File: config.mk
export PLATFORM = sky130hd
export DESIGN_NAME = dcache_mshr_file
export DESIGN_NICKNAME = d
export VERILOG_FILES = /design/src/rtl/dcache_pkg.sv /design/src/rtl/mshr_rr_arbiter.sv /design/src/rtl/dcache_mshr_file.sv
export SDC_FILE = /design/constraint.sdc
export NUM_CORES = 1
export LEC_CHECK = 0
export ABC_CLOCK_PERIOD_IN_PS = 11340
export BUFFER_PORTS_ARGS = -buffer_cell sky130_fd_sc_hd__buf_2
export CAP_MARGIN = 20
export CORE_MARGIN = 4
export CORE_UTILIZATION = 30
export CTS_BUF_LIST = sky130_fd_sc_hd__clkbuf_16
export CTS_CLUSTER_SIZE = 8
export DETAILED_ROUTE_END_ITERATION = 8
export MAX_ROUTING_LAYER = met4
export PLACE_DENSITY = 0.47
export RECOVER_POWER = 25
export SLEW_MARGIN = 25
export SYNTH_ARGS = -nofsm -noshare
export SYNTH_HDL_FRONTEND = slang
export SYNTH_HIERARCHICAL = 1
export SYNTH_SLANG_ARGS = --single-unit
File: constraint.sdc
create_clock -name clk -period 11.34 [get_ports clk]
set_input_delay 2.268 -clock clk [delete_from_list [all_inputs] [get_ports clk]]
set_output_delay 2.268 -clock clk [all_outputs]
set_load 0.03 [all_outputs]
File: src/rtl/dcache_pkg.sv
`default_nettype none
// ============================================================================
// Module      : dcache_pkg
// Description : Shared types for the D-cache miss path. Contains the coherence
//               request message, the MSHR entry state and an MSHR entry record
//               at the default cache geometry.
// Revision    : 1.0 - initial release
// ============================================================================
package dcache_pkg;

    localparam int DC_TAG_W  = 10;
    localparam int DC_IDX_W  = 3;
    localparam int DC_WORD_W = 64;

    // Bus request message. GET_S must stay encoded as zero so that an idle
    // request port reads as all-zero.
    typedef enum logic [1:0] {
        GET_S = 2'd0,
        GET_M = 2'd1,
        PUT_M = 2'd2,
        PUT_S = 2'd3
    } message_t;

    typedef enum logic [1:0] {
        MSHR_INVALID = 2'd0,
        MSHR_PENDING = 2'd1,
        MSHR_ISSUED  = 2'd2,
        MSHR_FILL    = 2'd3
    } mshr_state_t;

    // One miss-status holding register at the default geometry.
    typedef struct packed {
        mshr_state_t          state;
        logic [DC_TAG_W-1:0]  tag;
        logic [DC_IDX_W-1:0]  idx;
        logic                 dty;
        message_t             msg;
        logic [DC_WORD_W-1:0] data;
    } mshr_entry_t;

endpackage
`default_nettype wire

File: src/rtl/mshr_rr_arbiter.sv
`default_nettype none
// ============================================================================
// Module      : mshr_rr_arbiter
// Description : Round-robin grant over N request lines. The search starts at
//               the pointer and wraps; once a grant is presented it is held
//               until accepted so the downstream request stays stable.
// Ports       : clk, rst (async, active-low)
//               req[N]      - request vector
//               ack         - grant accepted this cycle
//               grant_vld   - a grant is presented
//               grant_id    - granted index
// Revision    : 1.0 - initial release
// ============================================================================
module mshr_rr_arbiter #(
    parameter int N    = 4,
    parameter int ID_W = $clog2(N)
) (
    input  logic            clk,
    input  logic            rst,
    input  logic [N-1:0]    req,
    input  logic            ack,
    output logic            grant_vld,
    output logic [ID_W-1:0] grant_id
);

    logic [ID_W-1:0] ptr;
    logic            held;
    logic [ID_W-1:0] held_id;
    logic [ID_W-1:0] cand;

    // Held grants take precedence: a newly pending entry that sorts ahead of
    // the presented one must not pre-empt a request the bus is looking at.
    always_comb begin
        grant_vld = 1'b0;
        grant_id  = '0;
        cand      = '0;
        if (held) begin
            grant_vld = 1'b1;
            grant_id  = held_id;
        end else begin
            // Descending scan so the smallest offset from ptr wins.
            for (int k = N - 1; k >= 0; k--) begin
                cand = ptr + ID_W'(k);
                if (req[cand]) begin
                    grant_vld = 1'b1;
                    grant_id  = cand;
                end
            end
        end
    end

    always_ff @(posedge clk or negedge rst) begin
        if (!rst) begin
            ptr     <= '0;
            held    <= 1'b0;
            held_id <= '0;
        end else if (ack && grant_vld) begin
            ptr  <= grant_id + ID_W'(1);
            held <= 1'b0;
        end else if (grant_vld) begin
            held    <= 1'b1;
            held_id <= grant_id;
        end
    end

endmodule
`default_nettype wire

File: src/rtl/dcache_mshr_file.sv
`default_nettype none
// ============================================================================
// Module      : dcache_mshr_file
// Description : Non-blocking miss-status holding register file. Tracks up to
//               MSHR_NUM outstanding line misses, merges secondary misses to
//               in-flight lines, issues bus requests round-robin, matches
//               responses by entry id and replays completed lines as fills.
// Ports       : clk, rst (async, active-low)
//               alloc_*     - miss request from the controller, ack/merge back
//               full_o      - no free entry
//               bus_req_*   - bus request channel (held until bus_req_ack_i)
//               bus_rsp_*   - bus response channel, bus_rsp_ack_o when consumed
//               fill_*      - one-cycle fill pulse towards the cache memory
// Revision    : 1.0 - initial release
// ============================================================================
module dcache_mshr_file
    import dcache_pkg::*;
#(
    parameter  int MSHR_NUM = 4,
    parameter  int TAG_W    = DC_TAG_W,
    parameter  int IDX_W    = DC_IDX_W,
    parameter  int WORD_W   = DC_WORD_W,
    localparam int ID_W     = $clog2(MSHR_NUM)
) (
    input  logic              clk,
    input  logic              rst,
    input  logic              alloc_en_i,
    input  logic [TAG_W-1:0]  alloc_tag_i,
    input  logic [IDX_W-1:0]  alloc_idx_i,
    input  logic              alloc_st_i,
    input  logic [WORD_W-1:0] alloc_data_i,
    output logic              alloc_ack_o,
    output logic              alloc_merge_o,
    output logic              full_o,
    output logic              bus_req_en_o,
    output logic [TAG_W-1:0]  bus_req_tag_o,
    output logic [IDX_W-1:0]  bus_req_idx_o,
    output logic [ID_W-1:0]   bus_req_id_o,
    output message_t          bus_req_message_o,
    input  logic              bus_req_ack_i,
    input  logic              bus_rsp_vld_i,
    input  logic [ID_W-1:0]   bus_rsp_id_i,
    input  logic [WORD_W-1:0] bus_rsp_data_i,
    output logic              bus_rsp_ack_o,
    output logic              fill_en_o,
    output logic [TAG_W-1:0]  fill_tag_o,
    output logic [IDX_W-1:0]  fill_idx_o,
    output logic [WORD_W-1:0] fill_data_o,
    output logic              fill_dty_o
);

    // Entry storage
    mshr_state_t       ent_state [MSHR_NUM];
    logic [TAG_W-1:0]  ent_tag   [MSHR_NUM];
    logic [IDX_W-1:0]  ent_idx   [MSHR_NUM];
    logic              ent_dty   [MSHR_NUM];
    message_t          ent_msg   [MSHR_NUM];
    logic [WORD_W-1:0] ent_data  [MSHR_NUM];

    logic [MSHR_NUM-1:0] pend_vec;
    logic                match_any;
    logic [ID_W-1:0]     match_id;
    logic                free_any;
    logic [ID_W-1:0]     free_id;
    logic                fill_any;
    logic [ID_W-1:0]     fill_id;
    logic                grant_vld;
    logic [ID_W-1:0]     grant_id;
    logic                issue_fire;
    logic                rsp_fire;
    logic                do_new;
    logic                do_merge_st;

    // Line match plus the two lowest-index priority encoders. Descending scans
    // leave the lowest matching index in the result.
    always_comb begin
        pend_vec  = '0;
        match_any = 1'b0;
        match_id  = '0;
        free_any  = 1'b0;
        free_id   = '0;
        fill_any  = 1'b0;
        fill_id   = '0;
        for (int i = MSHR_NUM - 1; i >= 0; i--) begin
            pend_vec[i] = (ent_state[i] == MSHR_PENDING);
            if (ent_state[i] != MSHR_INVALID &&
                ent_tag[i] == alloc_tag_i && ent_idx[i] == alloc_idx_i) begin
                match_any = 1'b1;
                match_id  = ID_W'(i);
            end
            if (ent_state[i] == MSHR_INVALID) begin
                free_any = 1'b1;
                free_id  = ID_W'(i);
            end
            if (ent_state[i] == MSHR_FILL) begin
                fill_any = 1'b1;
                fill_id  = ID_W'(i);
            end
        end
    end

    mshr_rr_arbiter #(
        .N    (MSHR_NUM),
        .ID_W (ID_W)
    ) u_arb (
        .clk       (clk),
        .rst       (rst),
        .req       (pend_vec),
        .ack       (bus_req_ack_i),
        .grant_vld (grant_vld),
        .grant_id  (grant_id)
    );

    assign issue_fire = grant_vld & bus_req_ack_i;
    assign rsp_fire   = bus_rsp_vld_i & (ent_state[bus_rsp_id_i] == MSHR_ISSUED);

    // Allocate / merge decision. A store may only join a line whose request
    // will (or already did) go out as GET_M; upgrading a GET_S that the bus
    // accepts in this very cycle would be lost, so that case stalls.
    always_comb begin
        alloc_ack_o   = 1'b0;
        alloc_merge_o = 1'b0;
        do_new        = 1'b0;
        do_merge_st   = 1'b0;
        if (alloc_en_i) begin
            if (match_any) begin
                case (ent_state[match_id])
                    MSHR_PENDING: begin
                        if (!(alloc_st_i && ent_msg[match_id] == GET_S &&
                              issue_fire && grant_id == match_id)) begin
                            alloc_ack_o   = 1'b1;
                            alloc_merge_o = 1'b1;
                            do_merge_st   = alloc_st_i;
                        end
                    end
                    MSHR_ISSUED: begin
                        if (!alloc_st_i || ent_msg[match_id] == GET_M) begin
                            alloc_ack_o   = 1'b1;
                            alloc_merge_o = 1'b1;
                            do_merge_st   = alloc_st_i;
                        end
                    end
                    default: ;  // FILL: stall until the entry frees
                endcase
            end else if (free_any) begin
                alloc_ack_o = 1'b1;
                do_new      = 1'b1;
            end
        end
    end

    assign full_o        = ~free_any;
    assign bus_rsp_ack_o = rsp_fire;

    assign bus_req_en_o      = grant_vld;
    assign bus_req_id_o      = grant_vld ? grant_id : '0;
    assign bus_req_tag_o     = grant_vld ? ent_tag[grant_id] : '0;
    assign bus_req_idx_o     = grant_vld ? ent_idx[grant_id] : '0;
    assign bus_req_message_o = grant_vld ? ent_msg[grant_id] : GET_S;

    assign fill_en_o   = fill_any;
    assign fill_tag_o  = fill_any ? ent_tag[fill_id]  : '0;
    assign fill_idx_o  = fill_any ? ent_idx[fill_id]  : '0;
    assign fill_data_o = fill_any ? ent_data[fill_id] : '0;
    assign fill_dty_o  = fill_any ? ent_dty[fill_id]  : 1'b0;

    // Every event targets a distinct entry state (PENDING, ISSUED, FILL,
    // INVALID), so the per-entry updates below never collide on state. The
    // store merge is placed last so its data wins over a response landing on
    // the same entry in the same cycle.
    always_ff @(posedge clk or negedge rst) begin
        if (!rst) begin
            for (int i = 0; i < MSHR_NUM; i++) begin
                ent_state[i] <= MSHR_INVALID;
                ent_tag[i]   <= '0;
                ent_idx[i]   <= '0;
                ent_dty[i]   <= 1'b0;
                ent_msg[i]   <= GET_S;
                ent_data[i]  <= '0;
            end
        end else begin
            for (int i = 0; i < MSHR_NUM; i++) begin
                if (issue_fire && grant_id == ID_W'(i)) begin
                    ent_state[i] <= MSHR_ISSUED;
                end
                if (rsp_fire && bus_rsp_id_i == ID_W'(i)) begin
                    ent_state[i] <= MSHR_FILL;
                    ent_data[i]  <= ent_dty[i] ? ent_data[i] : bus_rsp_data_i;
                end
                if (fill_any && fill_id == ID_W'(i)) begin
                    ent_state[i] <= MSHR_INVALID;
                end
                if (do_new && free_id == ID_W'(i)) begin
                    ent_state[i] <= MSHR_PENDING;
                    ent_tag[i]   <= alloc_tag_i;
                    ent_idx[i]   <= alloc_idx_i;
                    ent_dty[i]   <= alloc_st_i;
                    ent_msg[i]   <= alloc_st_i ? GET_M : GET_S;
                    ent_data[i]  <= alloc_st_i ? alloc_data_i : '0;
                end
                if (do_merge_st && match_id == ID_W'(i)) begin
                    ent_dty[i]  <= 1'b1;
                    ent_msg[i]  <= GET_M;
                    ent_data[i] <= alloc_data_i;
                end
            end
        end
    end

endmodule
`default_nettype wire

=== Word-level counts from Yosys, hierarchy flattened ===
Cells that the tools add are included.

* Input bits: 149
* Flip-flop bits (word level): 333
* Word-level logic and storage cells: 300

* Equality and inequality tests: 40
* Add/subtract/negate cells: 4
* Mux-type cells: 147
* Bitwise logic cells: 8
* Reduce and logical (&&, ||, !) cells: 66
* $lt $le $gt $ge: 8

{| class="wikitable"
|+ Operators with widths
! cell !! count
|-
| $mux W64 || 20
|-
| $bmux W64 S2 || 1
|-
| $mux W2 || 51
|-
| $mux W10 || 6
|-
| $mux W1 || 48
|-
| $bmux W10 S2 || 2
|-
| $eq A10 B10 Y1 || 4
|-
| $eq A2 B2 Y1 const B || 16
|-
| $logic_and A1 B1 Y1 || 32
|-
| $eq A2 B1 Y1 const B || 11
|-
| $logic_not A2 Y1 || 10
|-
| $mux W3 || 6
|-
| $reduce_bool A2 Y1 || 9
|-
| $bmux W2 S2 || 4
|-
| $reduce_bool A4 Y1 || 4
|-
| $bmux W3 S2 || 2
|-
| $eq A3 B3 Y1 || 4
|-
| $ge A3 B3 Y1 const B || 4
|-
| $lt A2 B3 Y1 const B || 4
|-
| $ne A3 B1 Y1 const B || 4
|-
| $not A2 Y3 || 4
|-
| $reduce_bool A3 Y1 || 4
|-
| $bmux W1 S2 || 5
|-
| $reduce_and A2 Y1 || 5
|-
| 8 further kinds || 13
|}

=== Longest topological paths before layout ===
* Depth in word-level cells: 22
* Gate-level depth with buffers: 19
* Gate-level depth less buffers: 16

=== Modules after synthesis ===
The synthesis kept the hierarchy.

{| class="wikitable"
|+ Modules (own cells, without submodules)
! module !! instances !! area an instance (sq um) !! seq. area each (sq um) !! cells an instance
|-
| dcache_mshr_file || 1 || 19030.8 || 8007.7 || 1917
|-
| mshr_rr_arbiter || 1 || 339.1 || 125.1 || 38
|}

=== Worst setup path after synthesis ===
Ideal clock, no wire load.

* Path kind: input to output
* From: input alloc_tag_i[5]
* To: output alloc_ack_o
* Path buffers: 1
* Path slack: 3956 ps
* Arrival time: 5116 ps
* Cell stages on the path: 14
* Path through: buf_4 -> xor2_1 -> nor4_1 -> nand4_1 -> nand2b_1 -> mux2i_1 -> a21oi_1 -> a21oi_1 -> a21o_1 -> ha_1 -> nor2b_1 -> nand2_1 -> a21oi_1 -> o21bai_1

* Cells in the longest elaborated chain, start to end: 19
* Elaborated cells on any way between the ends: 41
* Those cells by class: 8 x eq/ne; 19 x mux; 1 x bitwise; 13 x reduce/logical

{| class="wikitable"
|+ Ends and longest elaborated chain
! item !! line !! source
|-
| start, declared || dcache_mshr_file.sv:28 || <nowiki>input logic [TAG_W-1:0] alloc_tag_i,</nowiki>
|-
| $eq A10 B10 Y1 || dcache_mshr_file.sv:87 || <nowiki>ent_tag[i] == alloc_tag_i && ent_idx[i] == alloc_idx_i) begin</nowiki>
|-
| $logic_and A1 B1 Y1 || dcache_mshr_file.sv:86 || <nowiki>if (ent_state[i] != MSHR_INVALID &&</nowiki>
|-
| $logic_and A1 B1 Y1 || dcache_mshr_file.sv:87 ||
|-
| $mux W2 (4 in series) || dcache_mshr_file.sv:86 ||
|-
| $not A2 Y3 (not written as such) || dcache_mshr_file.sv:127, dcache_mshr_file.sv:129, dcache_mshr_file.sv:137 ||
|-
| $bmux W2 S2 || dcache_mshr_file.sv:129, dcache_mshr_file.sv:137 ||
|-
| $mux W2 (not written as such) (2 in series) || dcache_mshr_file.sv:129, dcache_mshr_file.sv:137 ||
|-
| $logic_not A2 Y1 || dcache_mshr_file.sv:129 || <nowiki>if (!(alloc_st_i && ent_msg[match_id] == GET_S &&</nowiki>
|-
| $logic_and A1 B1 Y1 (2 in series) || dcache_mshr_file.sv:129 ||
|-
| $logic_and A1 B1 Y1 || dcache_mshr_file.sv:130 || <nowiki>issue_fire && grant_id == match_id)) begin</nowiki>
|-
| $mux W1 || dcache_mshr_file.sv:129 ||
|-
| $pmux W1 S2 || dcache_mshr_file.sv:127 || <nowiki>case (ent_state[match_id])</nowiki>
|-
| $mux W1 (*) || dcache_mshr_file.sv:126 || <nowiki>if (match_any) begin</nowiki>
|-
| $mux W1 (*) || dcache_mshr_file.sv:125 || <nowiki>if (alloc_en_i) begin</nowiki>
|-
| end, declared || dcache_mshr_file.sv:32 || <nowiki>output logic alloc_ack_o,</nowiki>
|}

Every way passes the cells marked *; elsewhere a longest branch is shown, timed or not. The select of a mux whose other input is x is not followed.

=== Worst setup path after layout ===
* From: register ent_state[4] in the netlist's numbering
* To: output alloc_ack_o

* Elaborated cells on any way between the ends: 52
* Those cells by class: 5 x eq/ne; 36 x mux; 2 x bitwise; 9 x reduce/logical

{| class="wikitable"
|+ RTL lines
! item !! line !! source
|-
| start, declared || dcache_mshr_file.sv:53 || <nowiki>mshr_state_t ent_state [MSHR_NUM];</nowiki>
|-
| start signal, assigned by index || dcache_mshr_file.sv:174 || <nowiki>ent_state[i] <= MSHR_INVALID;</nowiki>
|-
| start signal, assigned by index || dcache_mshr_file.sv:184 || <nowiki>ent_state[i] <= MSHR_ISSUED;</nowiki>
|-
| start signal, assigned by index || dcache_mshr_file.sv:187 || <nowiki>ent_state[i] <= MSHR_FILL;</nowiki>
|-
| $eq A2 B1 Y1 (*) || dcache_mshr_file.sv:85 || <nowiki>pend_vec[i] = (ent_state[i] == MSHR_PENDING);</nowiki>
|-
| net pend_vec[1] || dcache_mshr_file.sv:60 || <nowiki>logic [MSHR_NUM-1:0] pend_vec;</nowiki>
|-
| $bmux W1 S2 || mshr_rr_arbiter.sv:44 || <nowiki>if (req[cand]) begin</nowiki>
|-
| $mux W1 (not written as such) || mshr_rr_arbiter.sv:44 ||
|-
| $mux W2 (3 in series) || mshr_rr_arbiter.sv:44 ||
|-
| $mux W2 (*) || mshr_rr_arbiter.sv:44 ||
|-
| $mux W2 (*) || mshr_rr_arbiter.sv:37 || <nowiki>if (held) begin</nowiki>
|-
| net grant_id[0] || dcache_mshr_file.sv:68 || <nowiki>logic [ID_W-1:0] grant_id;</nowiki>
|-
| $eq A2 B2 Y1 (*) || dcache_mshr_file.sv:130 ||
|-
| $logic_and A1 B1 Y1 (*) || dcache_mshr_file.sv:130 ||
|-
| $mux W1 (*) || dcache_mshr_file.sv:129 ||
|-
| $pmux W1 S2 (*) || dcache_mshr_file.sv:127 ||
|-
| $mux W1 (*) || dcache_mshr_file.sv:126 ||
|-
| $mux W1 (*) || dcache_mshr_file.sv:125 ||
|}

The timed path passes the listed nets; every way through them passes the cells marked *. The select of a mux whose other input is x is not followed.

==> run summary <==
Drt drc: 0
Critical path required time: 9.07 ns
Vias in the first global route: 18.8k
CP max stage cell: and2_0
# IOs: 250
Mux contribution to synthesized area: 14.0%
Hold Crit Class: register to register
Num rows: 92
Fillers: 6410
CP Launch Type: register
Slew HR: -156%
Synthesis-to-finish area growth: 16.3%
Initial antenna violation count: 26
Vias: 18.0k
Avg Cell Area, Syn: 9.91 sq um
Adder-cell share of the synthesized area: 0.129%
Worst setup path class: register to primary output
Post-layout net count: 2230
Final Setup Violations: 0
Period Utilization, post-route: 72.8%
Gr usage total: 24.8%
Largest net degree at the start of global routing: 140
HP Start: u_arb/held_id[1]
CTS buffer count: 48
Clk Latency, worst-skew pair: 0.60 ns
Min cycle time layout: 8.26 ns
Area contributors post-synth: dfrtp_1 (42%), mux2i_1 (11%), a2bb2oi_1 (8.7%)
Syn. warnings: 6
Worst R2R End: ent_data[76]
H-tree levels: 2
Setup skew after layout: 0.0268 ns
Area leader, netlist: dfrtp_1
Clk pin slew, worst setup/hold paths: 0.06 ns
Port-buffer cells: 248
Placement Cell Area: 21100 sq um
Total wire length: 85800 um
DR iter-0 viols: 1598
Final HPWL DP: 47800 um
Final core occ: 35.4%
R2R setup slack: 4.81 ns
Vias/cell: 6.09
Compound-cell area share of the yosys netlist: 28.6%
Post-synth EDFFs: 0
First-pass GRT wire length: 126000 um
Fin. Hold Viols: 0
Highest-count cells in the layout ignoring fill and taps: dfrtp_1 (325), o21ai_0 (249), buf_2 (246)
Hold slack final: 0.525 ns
Total grt overflow: 0
Hold Path Depth: 1
Crit path max fanout: 25
Full die area: 68700 sq um
Synth unique cells: 66
Fmax: 121 MHz
Seq/Total Area, Yosys: 42.0%
Clock Sinks: 325
Chip Height: 262 um
Largest family of logic cells by synthesized area: compound AO/OA/AOI/OAI gates
Crit path capture type: primary output
Buf/Inv on CP: 2
Post-Syn Instances: 1955
Cell depth of the worst setup path: 13
Post-synthesis xor/xnor area fraction: 2.51%
CTS root buf: clkbuf_16
Family with the most delay on the worst path: simple AND/OR/NAND/NOR gates
Leak Pwr: 10.5 nW
RSZ-0062 raised after global routing: false
Post-route ant nets: 0
Commonest non-fill, non-tap cell in the layout: dfrtp_1
CTS Buffer Depth: 3
Critical path arrival: 5.99 ns
Cell Pwr Density: 308 nW/um^2
Initial core utilization: 30.5%
Hold worst-path end: u_arb/held_id[1]
R2R cell count: 14
Worst slew pin tran: 3.84 ns
Post-CTS setup buffer count: 0
Simple-gate area share of the yosys netlist: 7.53%
Violated checks: capacitance limit, slew limit
Post-CTS Resized: 0
Status: finished, violations left
Number of synthesized register bits: 325
Core Area: 63500 sq um
CTS tree: built
Gpl congestion: 0.852
CP max stage delay: 1.74 ns
Synthesized Nets: 2106
Setup TNS: 0 ns
WL/cell: 29.0 um
Worst VDD drop: 0.170 mV
Die Width: 262 um
Max Cap Viol: 5
Synth async-reset ratio: 100%
Final Max Tran Viols: 307
Final non-filler cell area: 22500 sq um
Main synth FF type: dfrtp_1
Hold buffer count at cts: 0
Worst path cell trace: nand2_1 -> inv_1 -> a21boi_0 -> a211oi_1 -> o221ai_1 -> and2_0 -> nor4_1 -> a211o_1 -> a21oi_2 -> o21ai_0 -> a21oi_1 -> o21bai_1 -> buf_2
R2R Path Start: ent_state[4]
Synthesized cell area: 19400 sq um
Fraction of layout instances using a drive strength above 1: 19.9%
First-pass detailed-route iteration total: 7
Area fraction of the dominant cell type after synthesis: 42.0%
==> where the power goes <==
| part | internal, mW | leakage [nW] | switching, mW | total, mW |
|---|---|---|---|---|
| Sequential | 1.76 | 3.94 | 0.462 | 2.22 |
| Clock | 0.774 | 0.665 | 0.573 | 1.35 |
| Combinational | 1.33 | 5.87 | 2.05 | 3.37 |
| Total | 3.85 | 10.5 | 3.08 | 6.94 |
==> flip-flops by register name (all words and copies together) (netlist names) <==
register,flops
ent_msg,1
ent_tag,40
u_arb/held_id,2
ent_data,256
u_arb/held,1
ent_dty,3
u_arb/ptr,2
ent_state,8
ent_idx,12
==> cell type report <==
cell class,count,area [sq um],area share [%]
diodes,26,65.1,0.289
clock buffers,48,1200,5.33
clock inverters,12,116,0.517
inverters,13,48.8,0.217
multi-input cells,1408,10400,46.0
flip-flops and latches,325,8130,36.1
well taps,846,1060,4.70
repair buffers,283,1530,6.80
==> how the worst max path moves through the flow <==
stage	start	end	slack (ns)
final	ent_state[4]	alloc_ack_o	3.08
after global routing	rst	ent_data[8]	2.04
after CTS	alloc_tag_i[0]	alloc_ack_o	3.60
after detailed placement	alloc_tag_i[0]	alloc_ack_o	3.61
after global placement	alloc_tag_i[0]	alloc_ack_o	3.66
after floorplan	alloc_tag_i[5]	alloc_ack_o	3.96
==> logic make-up (layout without fill, tap and decap cells) <==
| family | count (synthesis) | in the layout |
|---|---|---|
| AOI/OAI and AO/OA | 792 | 792 |
| DFF | 325 | 325 |
| and+or+nand+nor | 311 | 311 |
| muxes | 250 | 250 |
| buffers and inverters | 222 | 356 |
| xor gates and xnor gates | 52 | 52 |
| adders and majority gates | 2 | 2 |
| other | 1 | 27 |
==> cells in the mapped netlist (all sizes together), types with 2 or more instances <==
master,count
dfrtp,325
o21ai,280
mux2i,208
o211ai,195
a2bb2oi,193
nand2,170
clkbuf,112
buf,97
a22oi,73
nor2,42
xor2,39
mux2,28
nor4,23
and2,18
a21oi,17
mux4,14
inv,13
nand4,13
xnor2,13
nor3,9
nand3,8
nand2b,6
a221oi,5
and4,4
nor2b,4
o211a,4
or3,4
a211o,3
a211oi,3
and3,3
o31ai,3
a21o,2
and3b,2
ha,2
nand3b,2
nor3b,2
o221ai,2
o22ai,2
==> stage by stage <==
stage	total power, mW	cells	worst slack (ns)
after floorplan	4.46	1955	3.96
after CTS	6.96	2933	3.60
final	6.94	2961	3.08
after global routing	7.33	2960	2.04
after global placement	5.52	2872	3.66
after detailed placement	5.59	2873	3.61
==> routing by layer <==
metal  vias to the layer above  routed length, um  track usage, %  part of all wire, %
met1                      9319              36300            31.9                   42
met5                         -                  0               -                    0
li1                       7714                  -               -                    -
met4                         0               2750            9.38                  3.2
met3                       185               6890            5.97                  8.0
met2                       823              39800            38.2                   46
==> worst reg2reg max path, stage by stage (launching register included) <==
cell	delay, ns
dfrtp_1	0.67
nand2_1	0.24
inv_1	0.22
a21boi_0	0.20
a211oi_1	0.10
o221ai_1	0.25
and2_0	1.74
nor4_1	0.22
a211o_1	0.37
a21oi_2	0.48
o211ai_4	0.10
buf_4	0.46
nand3_4	0.47
buf_4	0.66
a2bb2oi_1	0.27
(Power assumes the default switching activity.)
